**config.mk**
```make
export PLATFORM = sky130hd
export DESIGN_NAME = image_receiver_flat
export DESIGN_NICKNAME = d
export VERILOG_FILES = /design/src/rtl/image_receiver_if.sv /design/src/rtl/image_receiver.sv /design/src/flat_wrapper.sv
export SDC_FILE = /design/constraint.sdc
export NUM_CORES = 1
export LEC_CHECK = 0
export CORE_MARGIN = 4
export CORE_UTILIZATION = 30
export CTS_CLUSTER_SIZE = 28
export DETAILED_ROUTE_END_ITERATION = 7
export PLACE_DENSITY_LB_ADDON = 0.25
export SLEW_MARGIN = 20
export SYNTH_ARGS = -nofsm -noshare
export SYNTH_HDL_FRONTEND = slang
export SYNTH_SLANG_ARGS = --single-unit
```
**constraint.sdc**
```tcl
create_clock -name clk -period 1.8 [get_ports clk]
set_input_delay 0.36 -clock clk [delete_from_list [all_inputs] [get_ports clk]]
set_output_delay 0.36 -clock clk [all_outputs]
set_load 0.05 [all_outputs]
```
**src/rtl/image_receiver_if.sv**
```systemverilog
// Pixel receive link: serial line in, frame-buffer write port out.
interface image_receiver_if;
    logic        uart_in;
    logic [11:0] pixel;
    logic [16:0] address;
    logic        wr_en;
    logic        image_ready;
    logic        frame_err;

    modport master (
        output uart_in,
        input  pixel, address, wr_en, image_ready, frame_err
    );

    modport slave (
        input  uart_in,
        output pixel, address, wr_en, image_ready, frame_err
    );
endinterface

```
**src/rtl/image_receiver.sv**
```systemverilog
// UART 8N1 receiver that rebuilds 12-bit pixels from byte pairs and writes them to a frame buffer.
// Optional macro RX_RESYNC_EN: discard a stranded high byte after RESYNC_CLKS idle clocks.
module image_receiver #(
    parameter int unsigned NUM_PIXELS  = 100,
    parameter int unsigned CLK_FREQ    = 50_000_000,
    parameter int unsigned BAUD_RATE   = 9600,
    parameter int unsigned RESYNC_CLKS = 2500
) (
    input  logic            clk,
    input  logic            rst,
    image_receiver_if.slave bus
);
    localparam int unsigned CLKS_PER_BIT = CLK_FREQ / BAUD_RATE;
    localparam int unsigned CNT_W        = (CLKS_PER_BIT > 1) ? $clog2(CLKS_PER_BIT) : 1;
    localparam int unsigned ADDR_W       = 17;
    localparam logic [CNT_W-1:0]  HALF_TICK = CNT_W'(CLKS_PER_BIT / 2 - 1);
    localparam logic [CNT_W-1:0]  FULL_TICK = CNT_W'(CLKS_PER_BIT - 1);
    localparam logic [ADDR_W-1:0] LAST_ADDR = ADDR_W'(NUM_PIXELS);

    typedef enum logic [1:0] {S_IDLE, S_START, S_DATA, S_STOP} rx_state_t;

    rx_state_t  state, state_next;
    logic       sync_q1, sync_q2, line_prev;
    logic       fall_c;
    logic [CNT_W-1:0] cnt;
    logic [2:0] bit_idx;
    logic [7:0] rx_byte;
    logic       cnt_clr_c, shift_en_c, byte_valid_c, frame_err_c;
    logic       resync_c;
    logic       phase_lo;
    logic [3:0] hi_nib;

    // Two-flop synchroniser plus one delayed copy for falling-edge detection
    always_ff @(posedge clk) begin
        if (rst) begin
            sync_q1   <= 1'b1;
            sync_q2   <= 1'b1;
            line_prev <= 1'b1;
        end else begin
            sync_q1   <= bus.uart_in;
            sync_q2   <= sync_q1;
            line_prev <= sync_q2;
        end
    end

    assign fall_c = line_prev & ~sync_q2;

    always_ff @(posedge clk) begin
        if (rst) state <= S_IDLE;
        else     state <= state_next;
    end

    always_comb begin
        state_next = state;
        case (state)
            S_IDLE:  if (fall_c) state_next = S_START;
            S_START: if (cnt == HALF_TICK) state_next = sync_q2 ? S_IDLE : S_DATA;
            S_DATA:  if (cnt == FULL_TICK && bit_idx == 3'd7) state_next = S_STOP;
            S_STOP:  if (cnt == FULL_TICK) state_next = S_IDLE;
            default: state_next = S_IDLE;
        endcase
    end

    always_comb begin
        cnt_clr_c    = 1'b0;
        shift_en_c   = 1'b0;
        byte_valid_c = 1'b0;
        frame_err_c  = 1'b0;
        case (state)
            S_IDLE:  cnt_clr_c = 1'b1;
            S_START: cnt_clr_c = (cnt == HALF_TICK);
            S_DATA: begin
                cnt_clr_c  = (cnt == FULL_TICK);
                shift_en_c = (cnt == FULL_TICK);
            end
            S_STOP: begin
                cnt_clr_c    = (cnt == FULL_TICK);
                byte_valid_c = (cnt == FULL_TICK) &  sync_q2;
                frame_err_c  = (cnt == FULL_TICK) & ~sync_q2;
            end
            default: cnt_clr_c = 1'b1;
        endcase
    end

    // Bit timing counter and LSB-first data capture
    always_ff @(posedge clk) begin
        if (rst) begin
            cnt     <= '0;
            bit_idx <= 3'd0;
            rx_byte <= 8'h00;
        end else begin
            cnt <= cnt_clr_c ? '0 : cnt + 1'b1;
            if (state == S_START) bit_idx <= 3'd0;
            if (shift_en_c) begin
                rx_byte[bit_idx] <= sync_q2;
                bit_idx          <= bit_idx + 1'b1;
            end
        end
    end

`ifdef RX_RESYNC_EN
    localparam int unsigned IDLE_W = $clog2(RESYNC_CLKS + 1);
    localparam logic [IDLE_W-1:0] IDLE_LIMIT = IDLE_W'(RESYNC_CLKS);

    logic [IDLE_W-1:0] idle_cnt;

    // Counts quiet line time while a high nibble waits for its low byte
    always_ff @(posedge clk) begin
        if (rst || fall_c || !phase_lo) idle_cnt <= '0;
        else if (state == S_IDLE && idle_cnt != IDLE_LIMIT) idle_cnt <= idle_cnt + 1'b1;
    end

    assign resync_c = phase_lo && (state == S_IDLE) && (idle_cnt == IDLE_LIMIT);
`else
    assign resync_c = 1'b0;
`endif

    // Pixel assembly and frame-buffer write sequencing
    always_ff @(posedge clk) begin
        if (rst) begin
            phase_lo        <= 1'b0;
            hi_nib          <= 4'h0;
            bus.pixel       <= 12'h000;
            bus.address     <= '0;
            bus.wr_en       <= 1'b0;
            bus.image_ready <= 1'b0;
            bus.frame_err   <= 1'b0;
        end else begin
            bus.wr_en     <= 1'b0;
            bus.frame_err <= frame_err_c;
            if (frame_err_c || resync_c) begin
                phase_lo <= 1'b0;
                hi_nib   <= 4'h0;
            end else if (byte_valid_c) begin
                if (!phase_lo) begin
                    // A non-zero upper nibble means we caught a low byte out of step
                    if (rx_byte[7:4] == 4'h0) begin
                        hi_nib   <= rx_byte[3:0];
                        phase_lo <= 1'b1;
                    end
                end else begin
                    bus.pixel <= {hi_nib, rx_byte};
                    phase_lo  <= 1'b0;
                    bus.wr_en <= ~bus.image_ready;
                end
            end
            if (bus.wr_en) begin
                bus.address <= bus.address + 1'b1;
                if (bus.address + 1'b1 == LAST_ADDR) bus.image_ready <= 1'b1;
            end
        end
    end
endmodule

```
**src/flat_wrapper.sv**
```systemverilog
// flat-port wrapper written by rule: the top's interface ports become plain ports
module image_receiver_flat 
#(
    parameter int unsigned NUM_PIXELS  = 100,
    parameter int unsigned CLK_FREQ    = 50_000_000,
    parameter int unsigned BAUD_RATE   = 9600,
    parameter int unsigned RESYNC_CLKS = 2500
)
  (clk, rst, bus_uart_in, bus_pixel, bus_address, bus_wr_en, bus_image_ready, bus_frame_err);
  image_receiver_if bus_i ();
  input  logic clk;
  input  logic rst;
  input wire logic [$bits(bus_i.uart_in)-1:0] bus_uart_in;
  output wire logic [$bits(bus_i.pixel)-1:0] bus_pixel;
  output wire logic [$bits(bus_i.address)-1:0] bus_address;
  output wire logic [$bits(bus_i.wr_en)-1:0] bus_wr_en;
  output wire logic [$bits(bus_i.image_ready)-1:0] bus_image_ready;
  output wire logic [$bits(bus_i.frame_err)-1:0] bus_frame_err;
  assign bus_i.uart_in = bus_uart_in;
  assign bus_pixel = bus_i.pixel;
  assign bus_address = bus_i.address;
  assign bus_wr_en = bus_i.wr_en;
  assign bus_image_ready = bus_i.image_ready;
  assign bus_frame_err = bus_i.frame_err;
  image_receiver #(.NUM_PIXELS(NUM_PIXELS), .CLK_FREQ(CLK_FREQ), .BAUD_RATE(BAUD_RATE), .RESYNC_CLKS(RESYNC_CLKS)) u_core (.clk(clk), .rst(rst), .bus(bus_i));
endmodule
```
# [Yosys cells after proc, flatten, opt, wreduce, memory -nomap -nowiden]
# Index checks and enable logic that the tools add are counted.
[classes] n_eq_ne=11 order_cmp=2 n_addsub=3 shift=0 n_reduce_logical=13 mux=17 mul=0 bitwise=8 n_div=0
[ops] operator="adder 17 x 1 -> 17 bit, second input constant" n=1
[ops] operator="== test 17 x 7 -> 1 bit, second input constant" n=1
[ops] operator="adder 13 x 1 -> 13 bit, second input constant" n=1
[ops] operator="== test 13 x 12 -> 1 bit, second input constant" n=1
[ops] operator="== test 13 bit, second input constant" n=1
[ops] operator="two-way mux 2 bit" n=5
[ops] operator="bitwise mux 8 bit" n=1
[ops] operator="inequality test 2 x 1 -> 1 bit, second input constant" n=4
[ops] operator="case mux 2 bit (4 select lines)" n=1
[ops] operator="two-way mux 1 bit" n=6
[ops] operator="two-way mux 3 bit" n=2
[ops] operator="AND reduction 3 bit" n=2
[ops] operator="OR reduction 2 bit" n=3
[ops] operator="inverter 1 bit" n=5
[ops] operator="== test 2 bit, second input constant" n=2
[ops] operator="zero test 4 bit" n=1
[ops] operator="< comparator 3 x 4 -> 1 bit, second input constant" n=1
[ops] operator="AND reduction 4 bit" n=1
[ops] operator="OR reduction 4 bit" n=1
[ops] operator="adder 3 x 1 -> 3 bit, second input constant" n=1
[ops] operator="AND 1 bit" n=3
[ops] operator="demux 1 bit (select 3 bit)" n=1
[ops] operator="== test 3 bit, second input constant" n=1
[ops] operator="greater-or-equal comparator 3 x 1 -> 1 bit, second input constant" n=1
[ops] operator="6 further kinds" n=7
[word_totals] ramBits=0 memories=0 romBits=0 latch_bits=0 out_inout_bits=32 in_bits=3 register_bits=66 word_cells=68

# [Depth between registers and ports, before layout]
[logic_depth] depth_word=5 ltp_mapped=8 depth_no_buf=6

# [Least setup slack after synthesis]
# OpenSTA, ideal clock, no wires.
[synth_timing] path_kind="reg2reg" from="register u_core.bus.address[0]" to="register u_core.bus.image_ready" slack_ns=-0.246 setup_ns=0.084 path_buffers=0 required_ns=1.716 synth_period_minus_slack_ns=2.046 arrival_time_ns=1.962 path_stages_with_launch=7 path_cell_list="dfxtp_1 > ha_1 > and3_4 > or3_4 > a2111oi_4 > o21ai_1 > o31ai_2"
[synth_between] elab_chain_cells=3
[synth_lines] item="start: declaration" line_no="image_receiver_if.sv:17" source="output pixel, address, wr_en, image_ready, frame_err"
[synth_lines] item="start signal: assignment" line_no="image_receiver.sv:148" source="bus.address <= bus.address + 1'b1;"
[synth_lines] item="adder 17 x 1 -> 17 bit" line_no="image_receiver.sv:149" source="if (bus.address + 1'b1 == LAST_ADDR) bus.image_ready <= 1'b1;"
[synth_lines] item="== test 17 x 7 -> 1 bit" line_no="image_receiver.sv:149"
[synth_lines] item="AND reduction 2 bit (no source line)"
[synth_lines] item="end signal: assignment" line_no="image_receiver.sv:126" source="bus.image_ready <= 1'b0;"
[synth_lines] item="end signal: assignment" line_no="image_receiver.sv:149"
[synth_lines] item="end: declaration" line_no="image_receiver_if.sv:17"
# Every way passes these cells.
# A chain may end at the register's enable or synchronous reset.

# [Worst setup path in the final report]
# Ends and elaborated chain as after synthesis.

==> qor.yml <==
timing:
  drv_slew: 0
  minimum_period_implied_by_the_final_worst_setup_slack_ps: 1740
  finalCritPeriodShare_pct: 96.6
  setup-violations-final: 0
  max_slew.worst_pin.slew_ps: 486
  final-hold-violation-count: 0
  slew_headroom_pct: 67.5
  worst_hold_slack_ps: 410
  max_freq_mhz: 575
  clock_skew_ps: 9.14
global_routing:
  overflow_after_grt: 0
  grt_start_max_net_pins: 28
  global_route.usage.total_pct: 11.8
  grt_pass1_vias: 2348
  grt_first_pass_wirelength_um: 11200
  grt_antenna_before_repair: 0
cts:
  postCtsResizedCells: 0
  cts_tree: "built"
  cts-hold-fix-buffers: 0
  clock_pin_slew_of_the_registers_on_the_worst_case_setup_and_hold_paths_ps: 70
  count_of_buffers_added_by_post_cts_timing_repair_for_setup: 0
  clock_root_buffer_master: "clkbuf_8"
  clock_path_buffers: 2
  clock_latency_ps: 340
  clock-sinks: 66
  cts_inserted_buffers: 9
  ctsHtreeMaxLevel: 3
floorplanning:
  ports_placed_on_the_boundary: 35
  die_height_um: 109
  die_outline_area_mm2: 0.0119
  initial_core_util_pct: 31.0
  num_rows: 36
  core_region_area_mm2: 0.00986
  die_w_um: 109
synthesis:
  synth.yosys.seq_area_share_pct: 43.2
  synth_enable_flop_cells: 0
  yosys_warns: 0
  ys_dominant_reg_cell: "dfxtp_1"
  syn_avg_cell_area_um2: 9.03
  mappedNetlistNets: 347
  post_synth_instance_area_mm2: 0.00306
  ys_seq_elements: 66
  yosysUniqueCellTypes: 52
  async_reset_ff_share_pct: 0
  syn_inst: 339
hold_path:
  timing.hold.worst.class: "flip-flop to flip-flop"
  holdPathStages: 1
  hold_start: "u_core.sync_q1"
  holdPathEnd: "u_core.sync_q2"
critical_path:
  r2r.worst_path.cells: 6
  critical_path.reg2reg.startpoint: "u_core.bus.address[0]"
  ff2ff_setup_slack_ps: 60
  timing.critical_path.buf_inv: 0
  worst_r2r_endpoint: "u_core.bus.image_ready"
  ordered_cell_list_for_the_critical_path: "ha_2, and3_4, or3_4, a2111oi_4, o21ai_1, o31ai_2"
  critPathKind: "flip-flop to flip-flop"
  maximum_cell_stage_delay_along_the_critical_path_ps: 340
  slowest_stage: "dfxtp_4"
  timing.critical_path.required_ps: 2060
  cpLargestDelayFamily: "compound AO/OA/AOI/OAI gates"
  crit_fanout: 5
  worst_setup_path_start_kind: "flip-flop"
  crit_path_end_kind: "flip-flop"
  crit_arrival_ps: 2000
layout:
  num-fill-cells: 994
  share_of_final_layout_standard_cells_stronger_than_drive_strength_1_pct: 26.7
  synthToLayoutAreaGrowth_pct: 26.4
  num-nets-final: 397
  final_common_cell: "nor2_1"
  num_antenna_cells: 0
  layout.cell_area.non_filler_mm2: 0.00387
  layout.cells.most_common_list: "nor2_1, buf_4, dfxtp_1"
  fin_util_pct: 39.2
routing:
  detail_route.wirelength_um: 6640
  detailedRoute.firstIterationViolations: 118
  dr_total_vias: 2474
  via_per_inst: 4.70
  drcViolationCount: 0
  wire_per_inst_um: 12.6
  drt.antenna.violating_nets: 0
  firstDrtPassIters: 4
power:
  worst_ir_drop_vdd_uv: 289
  power.density_cell_area_mw_per_mm2: 712
  power.leakage_nw: 1.59
place:
  placedInstanceArea_mm2: 0.00364
  port_buffers: 34
  half_perimeter_wire_length_after_placement_um: 4750
  globalplace.congestion: 0.754
outcome:
  run_status: "completed"
flow_run:
  cap_violations: 0
[metrics by stage]
stage | std cells | setup WS (ps) | total power [mW] | setup TNS (ps)
6_report | 526 | 60.7 | 2.76 | 0
5_1_grt | 526 | -18.4 | 2.87 | -18.4
4_1_cts | 526 | 50.6 | 2.80 | 0
3_5_place_dp | 511 | 29.8 | 1.56 | 0
3_3_place_gp | 511 | 54.3 | 1.56 | 0
2_1_floorplan | 339 | 0.668 | 1.53 | 0
[registers in the layout, summed over array words and instances, names as in the netlist, 3 cells and up, named ones only]
signal / cells
u_core.bit_idx: 3
u_core.bus.address: 17
u_core.bus.pixel: 12
u_core.cnt: 13
u_core.hi_nib: 4
u_core.rx_byte: 8
[worst max-delay path by stage]
stage	start	to	cells after the start
6_report	u_core.bus.address[0]	u_core.bus.image_ready	6
3_5_place_dp	rst	u_core.bus.image_ready	5
2_1_floorplan	u_core.bus.address[0]	u_core.bus.image_ready	6
3_3_place_gp	rst	u_core.bus.image_ready	5
4_1_cts	u_core.bus.address[0]	u_core.bus.image_ready	6
5_1_grt	u_core.cnt[0]	u_core.rx_byte[1]	7
[routing by layer]
metal	global-route usage, %	part of all wire, %
met5	0	0
met4	4.33	1.4
met3	3.08	3.3
met2	18.6	45
met1	15.4	50
[synthesized netlist by cell type, types with 3 or more instances]
library cell  instances  area (µm²)
and4bb_1              3        37.5
xor2_1               19         166
or2_2                 3        18.8
nand2b_1              3        18.8
mux2i_1              22         220
xnor2_1              13         114
ha_1                  5        62.6
and4_1                5        43.8
nor2_1               64         240
clkbuf_1             10        37.5
buf_2                 5        25.0
a21oi_1               4        20.0
nand2_1              25        93.8
a22oi_1               3        22.5
nand4_1              12        75.1
nor3_1                6        30.0
nand3_1              12        60.1
nor4_1                5        31.3
inv_1                 7        26.3
and2_1                4        25.0
and3_1                4        25.0
dfxtp_1              66        1320
[logic make-up (layout without fill, tap and decap cells)]
logic type	Yosys count	count (layout)	share of synthesized area, %
adders and majority gates	5	5	2.04
AOI/OAI and AO/OA	29	29	7.48
and+or+nand+nor	158	158	26.8
buffers and inverters	27	81	4.13
xor gates and xnor gates	32	32	9.15
DFF	66	66	43.2
muxes	22	22	7.19
[power breakdown]
part	total, mW	internal (mW)	switching [mW]
Clock	1.23	0.665	0.567
Combinational	0.0594	0.0246	0.0348
Sequential	1.47	1.46	0.00539
Total	2.76	2.15	0.607
[cell type report]
cell class,instances,area (µm²),area share [%]
multi-input combinational,246,1650,42.7
sequential,66,1340,34.7
timing repair buffer,59,489,12.6
tap,133,166,4.30
clock buffer,10,138,3.56
clock inverter,5,55.1,1.42
inverter,7,26.3,0.679
(Power assumes the default switching activity.)
